--- config.mk ---
export PLATFORM = sky130hd
export DESIGN_NAME = curve_buffer_ctrl_flat
export DESIGN_NICKNAME = d
export VERILOG_FILES = /design/src/rtl/curve_buffer_ctrl_if.sv /design/src/rtl/curve_buffer_ctrl.sv /design/src/flat_wrapper.sv
export SDC_FILE = /design/constraint.sdc
export NUM_CORES = 1
export LEC_CHECK = 0
export ABC_AREA = 1
export CELL_PAD_IN_SITES_DETAIL_PLACEMENT = 0
export CELL_PAD_IN_SITES_GLOBAL_PLACEMENT = 1
export CORE_UTILIZATION = 35
export CTS_CLUSTER_SIZE = 40
export DETAILED_ROUTE_END_ITERATION = 7
export PLACE_DENSITY = 0.85
export REMOVE_ABC_BUFFERS = 1
export SETUP_SLACK_MARGIN = 0.4
export SLEW_MARGIN = 0
export SYNTH_ARGS = -nofsm -noshare
export SYNTH_HDL_FRONTEND = slang
export SYNTH_SLANG_ARGS = --single-unit
--- constraint.sdc ---
create_clock -name Clk -period 4.1 [get_ports Clk]
set_input_delay 1.025 -clock Clk [delete_from_list [all_inputs] [get_ports Clk]]
set_output_delay 1.025 -clock Clk [all_outputs]
set_load 0.1 [all_outputs]
--- src/rtl/curve_buffer_ctrl_if.sv ---
// Handshake and buffer-port bundle between the VGA timing/curve source side and curve_buffer_ctrl.
// master drives timing counters and samples; slave (the controller) drives buffer writes and status.
interface curve_buffer_ctrl_if;
    logic [9:0] horizontalCount;
    logic [9:0] verticalCount;
    logic       captureReq;
    logic       captureAbort;
    logic [7:0] curveData;
    logic       sampleValid;
    logic       sampleReady;
    logic       wrEn;
    logic [9:0] wrAddr;
    logic [7:0] wrData;
    logic [9:0] rdAddr;
    logic       busy;
    logic       frameDone;

    modport master (
        output horizontalCount, verticalCount, captureReq, captureAbort, curveData, sampleValid,
        input  sampleReady, wrEn, wrAddr, wrData, rdAddr, busy, frameDone
    );

    modport slave (
        input  horizontalCount, verticalCount, captureReq, captureAbort, curveData, sampleValid,
        output sampleReady, wrEn, wrAddr, wrData, rdAddr, busy, frameDone
    );
endinterface

--- src/rtl/curve_buffer_ctrl.sv ---
// Loads one frame of H_ACTIVE curve samples into the dot-position buffer during vertical blanking (build macro CURVE_CLAMP_EN clamps samples to CLAMP_MAX).
// Latency: wrEn/wrAddr/wrData and rdAddr are registered, 1 cycle after the accepting falling edge.
// Backpressure: sampleReady is high only while filling; loading pauses across active lines and resumes next blanking.
module curve_buffer_ctrl #(
    parameter int H_ACTIVE  = 640,
    parameter int V_ACTIVE  = 480,
    parameter int CLAMP_MAX = 239
) (
    input  logic               Clk,
    input  logic               vgaRes,
    curve_buffer_ctrl_if.slave bus
);
    localparam logic [9:0] H_LIM  = 10'(H_ACTIVE);
    localparam logic [9:0] H_LAST = 10'(H_ACTIVE - 1);
    localparam logic [9:0] V_LIM  = 10'(V_ACTIVE);

    typedef enum logic [2:0] {IDLE, ARM, FILL, PAUSE, DONE} state_t;

    state_t     state;
    state_t     state_nxt;
    logic [9:0] index;
    logic       xfer;
    logic       last;
    logic       blank_start;
    logic       active_line;
    logic [7:0] sample_val;

    logic       ready;
    logic       busy_st;
    logic       done_st;
    logic       wr_en;
    logic [9:0] wr_addr;
    logic [7:0] wr_data;
    logic [9:0] rd_addr;

    assign blank_start = (bus.verticalCount == V_LIM) && (bus.horizontalCount == 10'd0);
    assign active_line = (bus.verticalCount < V_LIM);
    // Abort takes priority over any sample offered on the same edge.
    assign xfer        = (state == FILL) && bus.sampleValid && !bus.captureAbort;
    assign last        = (index == H_LAST);

`ifdef CURVE_CLAMP_EN
    localparam logic [7:0] CLAMP_V = 8'(CLAMP_MAX);
    assign sample_val = (bus.curveData > CLAMP_V) ? CLAMP_V : bus.curveData;
`else
    logic [7:0] unused_clamp;
    assign unused_clamp = 8'(CLAMP_MAX);
    assign sample_val   = bus.curveData;
`endif

    always_ff @(negedge Clk or negedge vgaRes) begin
        if (!vgaRes) begin
            state <= IDLE;
        end else begin
            state <= state_nxt;
        end
    end

    always_comb begin
        state_nxt = state;
        if (bus.captureAbort) begin
            state_nxt = IDLE;
        end else begin
            case (state)
                IDLE:    if (bus.captureReq) state_nxt = ARM;
                ARM:     if (blank_start) state_nxt = FILL;
                // The final sample wins over blanking ending on the same edge.
                FILL: begin
                    if (xfer && last) begin
                        state_nxt = DONE;
                    end else if (active_line) begin
                        state_nxt = PAUSE;
                    end
                end
                PAUSE:   if (blank_start) state_nxt = FILL;
                DONE:    state_nxt = IDLE;
                default: state_nxt = IDLE;
            endcase
        end
    end

    always_comb begin
        ready   = 1'b0;
        busy_st = 1'b1;
        done_st = 1'b0;
        case (state)
            IDLE:    busy_st = 1'b0;
            FILL:    ready   = 1'b1;
            DONE:    done_st = 1'b1;
            default: ;
        endcase
    end

    always_ff @(negedge Clk or negedge vgaRes) begin
        if (!vgaRes) begin
            index   <= 10'd0;
            wr_en   <= 1'b0;
            wr_addr <= 10'd0;
            wr_data <= 8'd0;
            rd_addr <= 10'd0;
        end else begin
            wr_en   <= xfer;
            rd_addr <= (bus.horizontalCount < H_LIM) ? bus.horizontalCount : 10'd0;
            if (xfer) begin
                wr_addr <= index;
                wr_data <= sample_val;
            end
            if (bus.captureAbort) begin
                index <= 10'd0;
            end else if (xfer) begin
                index <= last ? 10'd0 : index + 10'd1;
            end
        end
    end

    assign bus.sampleReady = ready;
    assign bus.busy        = busy_st;
    assign bus.frameDone   = done_st;
    assign bus.wrEn        = wr_en;
    assign bus.wrAddr      = wr_addr;
    assign bus.wrData      = wr_data;
    assign bus.rdAddr      = rd_addr;
endmodule
--- src/flat_wrapper.sv ---
// flat-port wrapper written by rule: the top's interface ports become plain ports
module curve_buffer_ctrl_flat 
#(
    parameter int H_ACTIVE  = 640,
    parameter int V_ACTIVE  = 480,
    parameter int CLAMP_MAX = 239
)
  (Clk, vgaRes, bus_horizontalCount, bus_verticalCount, bus_captureReq, bus_captureAbort, bus_curveData, bus_sampleValid, bus_sampleReady, bus_wrEn, bus_wrAddr, bus_wrData, bus_rdAddr, bus_busy, bus_frameDone);
  curve_buffer_ctrl_if bus_i ();
  input  logic Clk;
  input  logic vgaRes;
  input wire logic [$bits(bus_i.horizontalCount)-1:0] bus_horizontalCount;
  input wire logic [$bits(bus_i.verticalCount)-1:0] bus_verticalCount;
  input wire logic [$bits(bus_i.captureReq)-1:0] bus_captureReq;
  input wire logic [$bits(bus_i.captureAbort)-1:0] bus_captureAbort;
  input wire logic [$bits(bus_i.curveData)-1:0] bus_curveData;
  input wire logic [$bits(bus_i.sampleValid)-1:0] bus_sampleValid;
  output wire logic [$bits(bus_i.sampleReady)-1:0] bus_sampleReady;
  output wire logic [$bits(bus_i.wrEn)-1:0] bus_wrEn;
  output wire logic [$bits(bus_i.wrAddr)-1:0] bus_wrAddr;
  output wire logic [$bits(bus_i.wrData)-1:0] bus_wrData;
  output wire logic [$bits(bus_i.rdAddr)-1:0] bus_rdAddr;
  output wire logic [$bits(bus_i.busy)-1:0] bus_busy;
  output wire logic [$bits(bus_i.frameDone)-1:0] bus_frameDone;
  assign bus_i.horizontalCount = bus_horizontalCount;
  assign bus_i.verticalCount = bus_verticalCount;
  assign bus_i.captureReq = bus_captureReq;
  assign bus_i.captureAbort = bus_captureAbort;
  assign bus_i.curveData = bus_curveData;
  assign bus_i.sampleValid = bus_sampleValid;
  assign bus_sampleReady = bus_i.sampleReady;
  assign bus_wrEn = bus_i.wrEn;
  assign bus_wrAddr = bus_i.wrAddr;
  assign bus_wrData = bus_i.wrData;
  assign bus_rdAddr = bus_i.rdAddr;
  assign bus_busy = bus_i.busy;
  assign bus_frameDone = bus_i.frameDone;
  curve_buffer_ctrl #(.H_ACTIVE(H_ACTIVE), .V_ACTIVE(V_ACTIVE), .CLAMP_MAX(CLAMP_MAX)) u_core (.Clk(Clk), .vgaRes(vgaRes), .bus(bus_i));
endmodule
==> impl_metrics.tcl, run 1 <==
set metrics [dict create \
    antenna_found_initial 0 \
    netlist.top_cell.by_area "dfrtn_1" \
    vias 1729 \
    tns_ns -0.311 \
    regToRegSetupSlack_ns 2.51 \
    grt_overflow 0 \
    grt_pass1_vias 1783 \
    yosys.area.top_type_share_pct 54.2 \
    clk_latency_ns 0.30 \
    crit_required_ns 3.07 \
    hold_viol_final 0 \
    cts-root-buf "clkbuf_8" \
    crit_cells 5 \
    dpl_cell_area_sq_mm 0.00312 \
    fin_util_pct 65.2 \
    p_total_mw 1.73 \
    critical_path_class "flop to primary output" \
    remaining_drc_errors 0 \
    slowest_stage "dfrtn_1" \
    whs_endpoint "u_core.index[4]$_DFFE_NN0P_" \
    ys_types 25 \
    clockBufferDepth 2 \
    start_util_pct 37.2 \
    clkTransAtPathRegs_ns 0.05 \
    hold_ws_ns 0.459 \
    status "finished with violations" \
    areaGrowthSynthToFinish_pct 75.1 \
    finalSetupViolCount 3 \
    antenna_left 0 \
    critPathArrivalTime_ns 3.21 \
    die_area_sq_mm 0.00584 \
    numPortBuffers 64 \
    hp-start "u_core.index[4]$_DFFE_NN0P_" \
    drv_cap 0 \
    worstMarginPinSlew_ns 0.227 \
    finClkSkew_ns 0.00528 \
    path_cells "inv_2, nand2_2, inv_2, nand2_2, buf_12" \
    drt_iter0_markers 99 \
    core_area_sq_mm 0.00520 \
    netlist_instances 228 \
    r2r_cells 10 \
    clkSinkCount 42 \
    htree_levels 2 \
    gp_congestion 0.823 \
    die_w_um 76.4 \
    path_buf_inv 3 \
    maxSlewViolCount 0 \
    ys_top_cells_by_area "dfrtn_1 54%, nand2_1 13%, inv_1 5.8%" \
    fillers 450 \
    setup_ws_ns -0.134 \
    ys_seq_area_share_pct 54.2 \
    drive_above_1_share_pct 42.9 \
    grt_usage_pct 16.5 \
    reg2reg_from "u_core.index[0]$_DFFE_NN0P_" \
    holdPathStages 1 \
    violations "negative setup slack" \
    routedWlPerCell_um 11.1 \
    cts_buffers 5 \
    grt_pass1_wl_um 7740 \
    path_max_fanout 3 \
    ys.warnings.count 0 \
    grt_max_degree 43 \
    wl_um 4380 \
    relSlewSlack_pct 84.8 \
    post_drt_via_cell_ratio 4.37 \
    dr.pass1.iters 4 \
    holdCritPathClass "flop to flop" \
    netlist_area_sq_mm 0.00194 \
    cts_tree "yes" \
    vdd_drop_max_mv 0.367 \
    worst_r2r_endpoint "u_core.state[0]$_DFFE_NN0P_" \
    diodes 0 \
    design_area_sq_mm 0.00339 \
    p_leak_nw 1.70 \
    hold_buffers 0 \
    synth_seq_cells 42 \
    io_pins 65 \
    dpl.hpwl_um 3220 \
    cp-start-kind "flop" \
    rsz0062_at_grt "true" \
    die_h_um 76.4 \
    max_stage_delay_ns 0.46 \
    cp_top_family "flip-flops" \
    placementRows 26 \
    syn_area_per_cell_sq_um 8.50 \
    p_per_area_mw_per_mm2 511 \
    nNetsFinal 359 \
    critical_path.endpoint_type "primary output" \
]
[through the flow]
stage / setup slack [ns] / cells
after floorplan: -0.758 / 225
after global placement: -0.316 / 378
after detailed placement: -0.355 / 378
after CTS: -0.140 / 391
after global routing: -0.195 / 396
final: -0.134 / 396
[worst register-to-register path, cell delays in order (launching register included)]
cell and delay (ns):
dfrtn_1 0.48, ha_1 0.21, nand2_2 0.08, nor2_4 0.12
nand2_4 0.08, nor2_4 0.15, nand2_4 0.09, nand2_4 0.08
o21ai_1 0.06, nand2_1 0.07, nand2_1 0.04
[cells by family (layout without fill, tap and decap cells)]
| logic type | Yosys count | after routing | share of synthesized area [%] |
|---|---|---|---|
| xor+xnor | 2 | 2 | 0.904 |
| buf+inv | 37 | 135 | 7.36 |
| fa+ha+maj | 1 | 1 | 0.645 |
| flops | 42 | 42 | 54.2 |
| compound gates | 22 | 22 | 7.04 |
| simple gates | 124 | 124 | 29.8 |
[cell usage in the layout, fill, tap and decap left out, drive strengths merged]
| master | count |
|---|---|
| buf | 81 |
| nand2 | 73 |
| dfrtn | 42 |
| nor2 | 37 |
| inv | 34 |
| o21ai | 11 |
| nand3 | 9 |
| clkbuf | 9 |
| clkdlybuf4s50 | 8 |
| a21oi | 5 |
| o22ai | 4 |
| nor3 | 2 |
| xor2 | 2 |
| nand4 | 2 |
| or2 | 1 |
| a32o | 1 |
| a22o | 1 |
| ha | 1 |
| clkinvlp | 1 |
| clkinv | 1 |
| dlygate4sd2 | 1 |
[cell usage after synthesis]
cell type / n
nand2_1: 69
dfrtn_1: 42
inv_1: 30
nor2_1: 30
nand3_1: 9
o21ai_1: 7
a21oi_1: 5
inv_2: 4
nor2_4: 4
o21ai_0: 4
buf_2: 3
nand2_4: 3
nor2_2: 2
nor3_1: 2
o22ai_1: 2
o22ai_2: 2
xor2_1: 2
a22o_1: 1
a32o_1: 1
ha_1: 1
nand2_2: 1
nand4_1: 1
nand4_4: 1
nor2_8: 1
or2_2: 1
[area by class of cell]
class / count / area (sq um) / area share [%]
repair buffers: 93 / 1180 / 34.8
flip-flops and latches: 42 / 1050 / 31.0
multi-input cells: 149 / 842 / 24.8
inverters: 34 / 138 / 4.06
well taps: 70 / 87.6 / 2.58
clock buffers: 6 / 82.6 / 2.43
clock inverters: 2 / 12.5 / 0.369
[flip-flops by register name, summed over array words and instances (netlist names)]
register           count
u_core.bus.rdAddr     10
u_core.bus.wrAddr     10
u_core.bus.wrData      8
u_core.bus.wrEn        1
u_core.index          10
u_core.state           3
[worst max-delay path by stage]
stage,from,endpoint,slack (ns)
6_report,u_core.state[1]$_DFFE_NN0P_,bus_busy,-0.13
3_3_place_gp,bus_sampleValid,u_core.bus.wrAddr[5]$_DFFE_NN0N_,-0.32
3_5_place_dp,bus_sampleValid,u_core.bus.wrAddr[5]$_DFFE_NN0N_,-0.35
4_1_cts,u_core.state[1]$_DFFE_NN0P_,bus_busy,-0.14
2_1_floorplan,u_core.state[0]$_DFFE_NN0P_,bus_frameDone,-0.76
5_1_grt,u_core.state[1]$_DFFE_NN0P_,bus_busy,-0.19
[per-layer routing]
metal,vias up,track usage (%),part of all wire (%),wire length (um)
met3,7,5.75,6.8,299
met1,781,17.9,40,1740
li1,891,-,-,-
met2,50,30.2,52,2290
met5,-,0,0,0
met4,0,4.62,1.2,53
[timing repair]
item / CTS / global route
endpoints found under the setup margin: 73 / 50
buffers inserted: 5 / 4
gates resized for setup: 101 / 36
cloned: 0 / 1
pin swaps: 27 / 20
[where the power goes]
part | internal (mW) | leakage [nW] | switching (mW) | total, mW
Clock | 0.135 | 0.0472 | 0.139 | 0.274
Combinational | 0.349 | 1.09 | 0.577 | 0.926
Sequential | 0.476 | 0.560 | 0.0576 | 0.534
Total | 0.960 | 1.70 | 0.774 | 1.73
Power figures use the tool's default switching activity.
==> inputs of run 2 (changes only) <==
--- a/config.mk
+++ b/config.mk
@@ -11,7 +11,7 @@
 export CORE_UTILIZATION = 35
 export CTS_CLUSTER_SIZE = 40
 export DETAILED_ROUTE_END_ITERATION = 7
-export PLACE_DENSITY = 0.85
+export PLACE_DENSITY_LB_ADDON = 0.12
 export REMOVE_ABC_BUFFERS = 1
 export SETUP_SLACK_MARGIN = 0.4
 export SLEW_MARGIN = 0
==> run 2 against run 1 <==
  * The run still ends with negative setup slack left
  * Non-clock buffer count fell by 2
  * Clock-buffer cell count is the same
  * Power decreased by 2.5%
  * Sequential share of layout area is 0.45 points higher
  * Worst setup slack got worse by 0.012 ns
  * Clock skew increased by 0.0018 ns
  * Sequential power barely moved
  * Critical path type unchanged
  * Clock power down 4%
  * Global-route usage hardly changed
  * Register-to-register slack hardly changed
==> impl_metrics.tcl, run 2 (synthesis results as in run 1) <==
set metrics [dict create \
    critPathArrivalTime_ns 3.22 \
    setup_ws_ns -0.146 \
    clockBufferDepth 2 \
    critical_path.endpoint_type "primary output" \
    numPortBuffers 64 \
    gp_congestion 0.786 \
    drive_above_1_share_pct 34.9 \
    remaining_drc_errors 0 \
    hold_ws_ns 0.440 \
    power.switching_mw 0.765 \
    seq_area_sq_mm 0.00105 \
    die_h_um 76.4 \
    grt_pass1_vias 1694 \
    core_area_sq_mm 0.00520 \
    relSlewSlack_pct 82.9 \
    dpl.hpwl_um 3140 \
    dp.cells 375 \
    regToRegSetupSlack_ns 2.52 \
    clkPwrFrac_pct 15.5 \
    hp-start "u_core.index[0]$_DFFE_NN0P_" \
    multi_input_area_sq_um 790 \
    nNetsFinal 357 \
    finClkSkew_ns 0.00711 \
    clkTransAtPathRegs_ns 0.05 \
    wl_um 4290 \
    p_total_mw 1.69 \
    maxSlewViolCount 0 \
    grt_usage_pct 16.6 \
    diodes 0 \
    reg2reg_from "u_core.index[0]$_DFFE_NN0P_" \
    critical_path_class "flop to primary output" \
    cts-root-buf "clkbuf_8" \
    clk_latency_ns 0.30 \
    grt_overflow 0 \
    areaGrowthSynthToFinish_pct 72.6 \
    drt_iter0_markers 64 \
    placementRows 26 \
    finalSetupViolCount 3 \
    htree_levels 2 \
    hold_buffers 0 \
    pwr-share-seq_pct 31.4 \
    p_per_area_mw_per_mm2 505 \
    path_max_fanout 3 \
    routedWlPerCell_um 10.9 \
    post_drt_via_cell_ratio 4.35 \
    vdd_drop_max_mv 0.328 \
    holdPathStages 1 \
    cellInternalPower_mw 0.926 \
    worst_r2r_endpoint "u_core.state[0]$_DFFE_NN0P_" \
    worstMarginPinSlew_ns 0.256 \
    crit_required_ns 3.07 \
    dpl_cell_area_sq_mm 0.00312 \
    switching_share_pct 45.2 \
    rsz0062_at_grt "true" \
    grt_pass1_wl_um 7560 \
    die_w_um 76.4 \
    drv_cap 0 \
    design_area_sq_mm 0.00334 \
    r2r_cells 10 \
    hold_viol_final 0 \
    violations "negative setup slack" \
    final_common_cell "nand2_1" \
    fillers 472 \
    start_util_pct 37.2 \
    io_pins 65 \
    dr.pass1.iters 4 \
    fin_util_pct 64.3 \
    cts_buffers 5 \
    vias 1712 \
    die_area_sq_mm 0.00584 \
    p_leak_nw 1.71 \
    tns_ns -0.368 \
    clkSinkCount 42 \
    holdCritPathClass "flop to flop" \
    antenna_found_initial 0 \
    grt_max_degree 43 \
    pre_cts_slack_ns -0.380 \
    status "finished with violations" \
    finalNonFillerCells 394 \
    power_frac_comb_pct 53.1 \
    whs_endpoint "u_core.index[0]$_DFFE_NN0P_" \
    cp-start-kind "flop" \
    antenna_left 0 \
    cts_tree "yes" \
    layout_common_cells "66 x nand2_1, 42 x dfrtn_1, 35 x buf_12, 24 x inv_1, 23 x nor2_1" \
]
-- run 2: changes by cell type in the layout (fill, tap and decap cells not counted), moves of 4 or more --
cell | before | now
nand2_2 | 9 | 4
buf_2 | 10 | 1
clkbuf_2 | 2 | 6
buf_6 | 12 | 3
nor2_1 | 18 | 23
clkdlybuf4s15_1 | 0 | 4
nor2_4 | 10 | 5
dlygate4sd2_1 | 1 | 6
nand2_1 | 61 | 66
dlymetal6s2s_1 | 0 | 4
-- run 2: worst max path at each step --
stage / to / start / slack (ns)
after CTS: bus_busy / u_core.state[1]$_DFFE_NN0P_ / -0.14
after floorplan: bus_frameDone / u_core.state[0]$_DFFE_NN0P_ / -0.76
after global placement: u_core.state[1]$_DFFE_NN0P_ / bus_captureAbort / -0.37
after global routing: bus_busy / u_core.state[1]$_DFFE_NN0P_ / -0.21
final: bus_busy / u_core.state[1]$_DFFE_NN0P_ / -0.15
after detailed placement: u_core.state[1]$_DFFE_NN0P_ / bus_captureAbort / -0.38
-- run 2: power groups by stage --
stage	Combinational, mW	Sequential [mW]	Clock, mW
after floorplan	0.189	0.846	0
after global placement	0.863	0.540	0
after detailed placement	0.868	0.540	0
after CTS	0.902	0.531	0.273
after global routing	0.940	0.537	0.291
final	0.898	0.531	0.262
-- run 2: routing by layer --
layer  vias up  share of wire (%)  global-route usage [%]
met5         -                  0                       0
met4         0                2.3                    8.27
met3         8                6.8                    5.39
met2        43                 51                    28.2
met1       766                 40                    18.5
li1        895                  -                       -
-- run 2: repair_timing --
item | in CTS | in global routing
pin swaps | 2 | 17
gates cloned | 1 | 0
resized for setup | 48 | 25
setup endpoints to repair | 73 | 36
buffers inserted | 7 | 3
endpoints found under the hold margin | 0 | 0
-- run 2: cell type report --
| type | instances | share of cell area, % |
|---|---|---|
| sequential | 42 | 31.4 |
| inverter | 34 | 4.04 |
| clock buffer | 6 | 2.17 |
| clock inverter | 2 | 0.412 |
| tap | 70 | 2.62 |
| timing repair buffer | 91 | 35.7 |
| multi-input combinational | 149 | 23.6 |
-- run 2: critical path, cell delays in order, from the launching register on --
cell	delay, ns
dfrtn_1	0.45
inv_1	0.06
nand2_2	0.08
inv_2	0.04
nand2_2	0.07
buf_12	0.17
==> inputs of run 3 (changes only) <==
--- a/config.mk
+++ b/config.mk
@@ -12,6 +12,7 @@
 export CTS_CLUSTER_SIZE = 40
 export DETAILED_ROUTE_END_ITERATION = 7
 export PLACE_DENSITY_LB_ADDON = 0.12
+export RECOVER_POWER = 50
 export REMOVE_ABC_BUFFERS = 1
 export SETUP_SLACK_MARGIN = 0.4
 export SLEW_MARGIN = 0
==> run 3 against run 2 <==
  * Core utilization shrank 1.1 points
  * Clock-buffer cell count is the same
  * Sequential cell count is the same
  * Sequential share of layout area grew 0.56 points
  * Global-route usage is the same
  * Worst hold slack is essentially flat
  * Via count is essentially flat
  * Largest cell class unchanged
  * The run still ends with negative setup slack left
==> impl_metrics.tcl, run 3 (synthesis results as in run 1) <==
set metrics [dict create \
    status "finished with violations" \
    violations "negative setup slack" \
    pre_cts_slack_ns -0.380 \
    tns_ns -0.363 \
    remaining_drc_errors 0 \
    p_per_area_mw_per_mm2 510 \
    critPathArrivalTime_ns 3.22 \
    crit_end "bus_busy" \
    grt_usage_pct 16.6 \
    drv_cap 0 \
    maxSlewViolCount 0 \
    grt_pass1_wl_um 7560 \
    hold_ws_ns 0.440 \
    die_h_um 76.4 \
    die_w_um 76.4 \
    hold_buffers 0 \
    start_util_pct 37.2 \
    vdd_drop_max_mv 0.326 \
    final_common_cell "nand2_1" \
    pwr-share-seq_pct 31.7 \
    gp_congestion 0.786 \
    met2WireLength_um 2140 \
    reg2reg_from "u_core.state[1]$_DFFE_NN0P_" \
    nNetsFinal 357 \
    relSlewSlack_pct 33.7 \
    clkPwrFrac_pct 15.6 \
    antenna_left 0 \
    cp-start-kind "flop" \
    finalSetupViolCount 3 \
    path_max_fanout 3 \
    numPortBuffers 64 \
    areaGrowthSynthToFinish_pct 69.5 \
    post_drt_via_cell_ratio 4.35 \
    cts_buffers 5 \
    p_leak_nw 1.68 \
    routedWlPerCell_um 10.8 \
    wl_um 4260 \
    power_frac_comb_pct 52.8 \
    crit_required_ns 3.07 \
    grt_overflow 0 \
    die_area_sq_mm 0.00584 \
    finClkSkew_ns 0.00625 \
    dr.pass1.iters 4 \
    hold_viol_final 0 \
    critical_path_class "flop to primary output" \
    grt_max_degree 43 \
    vias 1713 \
    highest_layer "met4" \
    grt_pass1_vias 1694 \
    worstMarginPinSlew_ns 0.995 \
    diodes 0 \
    clkTransAtPathRegs_ns 0.05 \
    clkSinkCount 42 \
    hp-start "u_core.index[0]$_DFFE_NN0P_" \
    power.switching_mw 0.756 \
    cellInternalPower_mw 0.919 \
    critical_path.startpoint "u_core.state[1]$_DFFE_NN0P_" \
    htree_levels 2 \
    regToRegSetupSlack_ns 2.39 \
    antenna_found_initial 0 \
    placementRows 26 \
    holdCritPathClass "flop to flop" \
    m1WireLength_um 1740 \
    rsz0062_at_grt "true" \
    drive_above_1_share_pct 33.6 \
    layout_common_cells "66 x nand2_1, 42 x dfrtn_1, 34 x buf_12, 24 x inv_1, 24 x nor2_1" \
    clockBufferDepth 2 \
    switching_share_pct 45.1 \
    met3_length_um 290 \
    clk_latency_ns 0.30 \
    dpl.hpwl_um 3140 \
    cts_tree "yes" \
    setup_ws_ns -0.144 \
    r2r_cells 7 \
    cts-root-buf "clkbuf_8" \
    io_pins 65 \
    core_area_sq_mm 0.00520 \
    drt_iter0_markers 75 \
    critical_path.endpoint_type "primary output" \
    worst_r2r_endpoint "u_core.index[7]$_DFFE_NN0P_" \
]
==> run 3: cell count changes in the layout (fill, tap and decap cells not counted), sizes merged <==
cell / previous run / this run
clkbuf: 12 / 16
buf: 62 / 58
==> run 3: cell type report <==
class / instances / area (sq um)
clock buffers: 6 / 72.6
multi-input cells: 149 / 753
inverters: 34 / 135
fillers: 477 / 1920
well taps: 70 / 87.6
clock inverters: 2 / 13.8
flip-flops and latches: 42 / 1050
repair buffers: 91 / 1170
==> run 3: metrics by stage <==
stage	utilization, %	area [sq um]	cells	power [mW]
global route	63.1	3290	394	1.75
floorplan	-	1920	225	1.04
CTS	63.7	3320	391	1.71
finish	63.1	3290	394	1.67
detailed placement	60.0	3120	375	1.41
global placement	60.0	3120	375	1.40
==> run 3: routing by layer <==
layer	GRT usage, %	vias to the layer above
met5	0	-
met3	5.39	8
li1	-	895
met1	18.5	767
met4	8.27	0
met2	28.2	43
==> run 3: critical path: stages, from the launching register on <==
cell and delay, ns:
dfrtn_1 0.44, inv_1 0.06, nand2_2 0.08, inv_2 0.04, nand2_2 0.07, buf_12 0.17
==> run 3: how the worst min path moves through the flow <==
stage	end	slack (ns)	cells after the start
3_3_place_gp	u_core.index[4]$_DFFE_NN0P_	0.43	1
4_1_cts	u_core.index[0]$_DFFE_NN0P_	0.44	1
6_report	u_core.index[0]$_DFFE_NN0P_	0.44	1
5_1_grt	u_core.index[4]$_DFFE_NN0P_	0.46	1
3_5_place_dp	u_core.index[0]$_DFFE_NN0P_	0.45	1
2_1_floorplan	u_core.index[4]$_DFFE_NN0P_	0.41	1
==> run 3: power groups by stage <==
stage | sequential, mW | combinational [mW] | clock, mW
after floorplan | 0.846 | 0.189 | 0
after global placement | 0.540 | 0.863 | 0
after detailed placement | 0.540 | 0.868 | 0
after CTS | 0.531 | 0.902 | 0.273
after global routing | 0.537 | 0.927 | 0.291
final | 0.530 | 0.884 | 0.261
==> run 3: repair_timing <==
action	in CTS	in global routing
setup endpoints to repair	73	36
gates resized for setup	48	25
buffers inserted	7	3
pin swaps	2	17
cloned	1	0
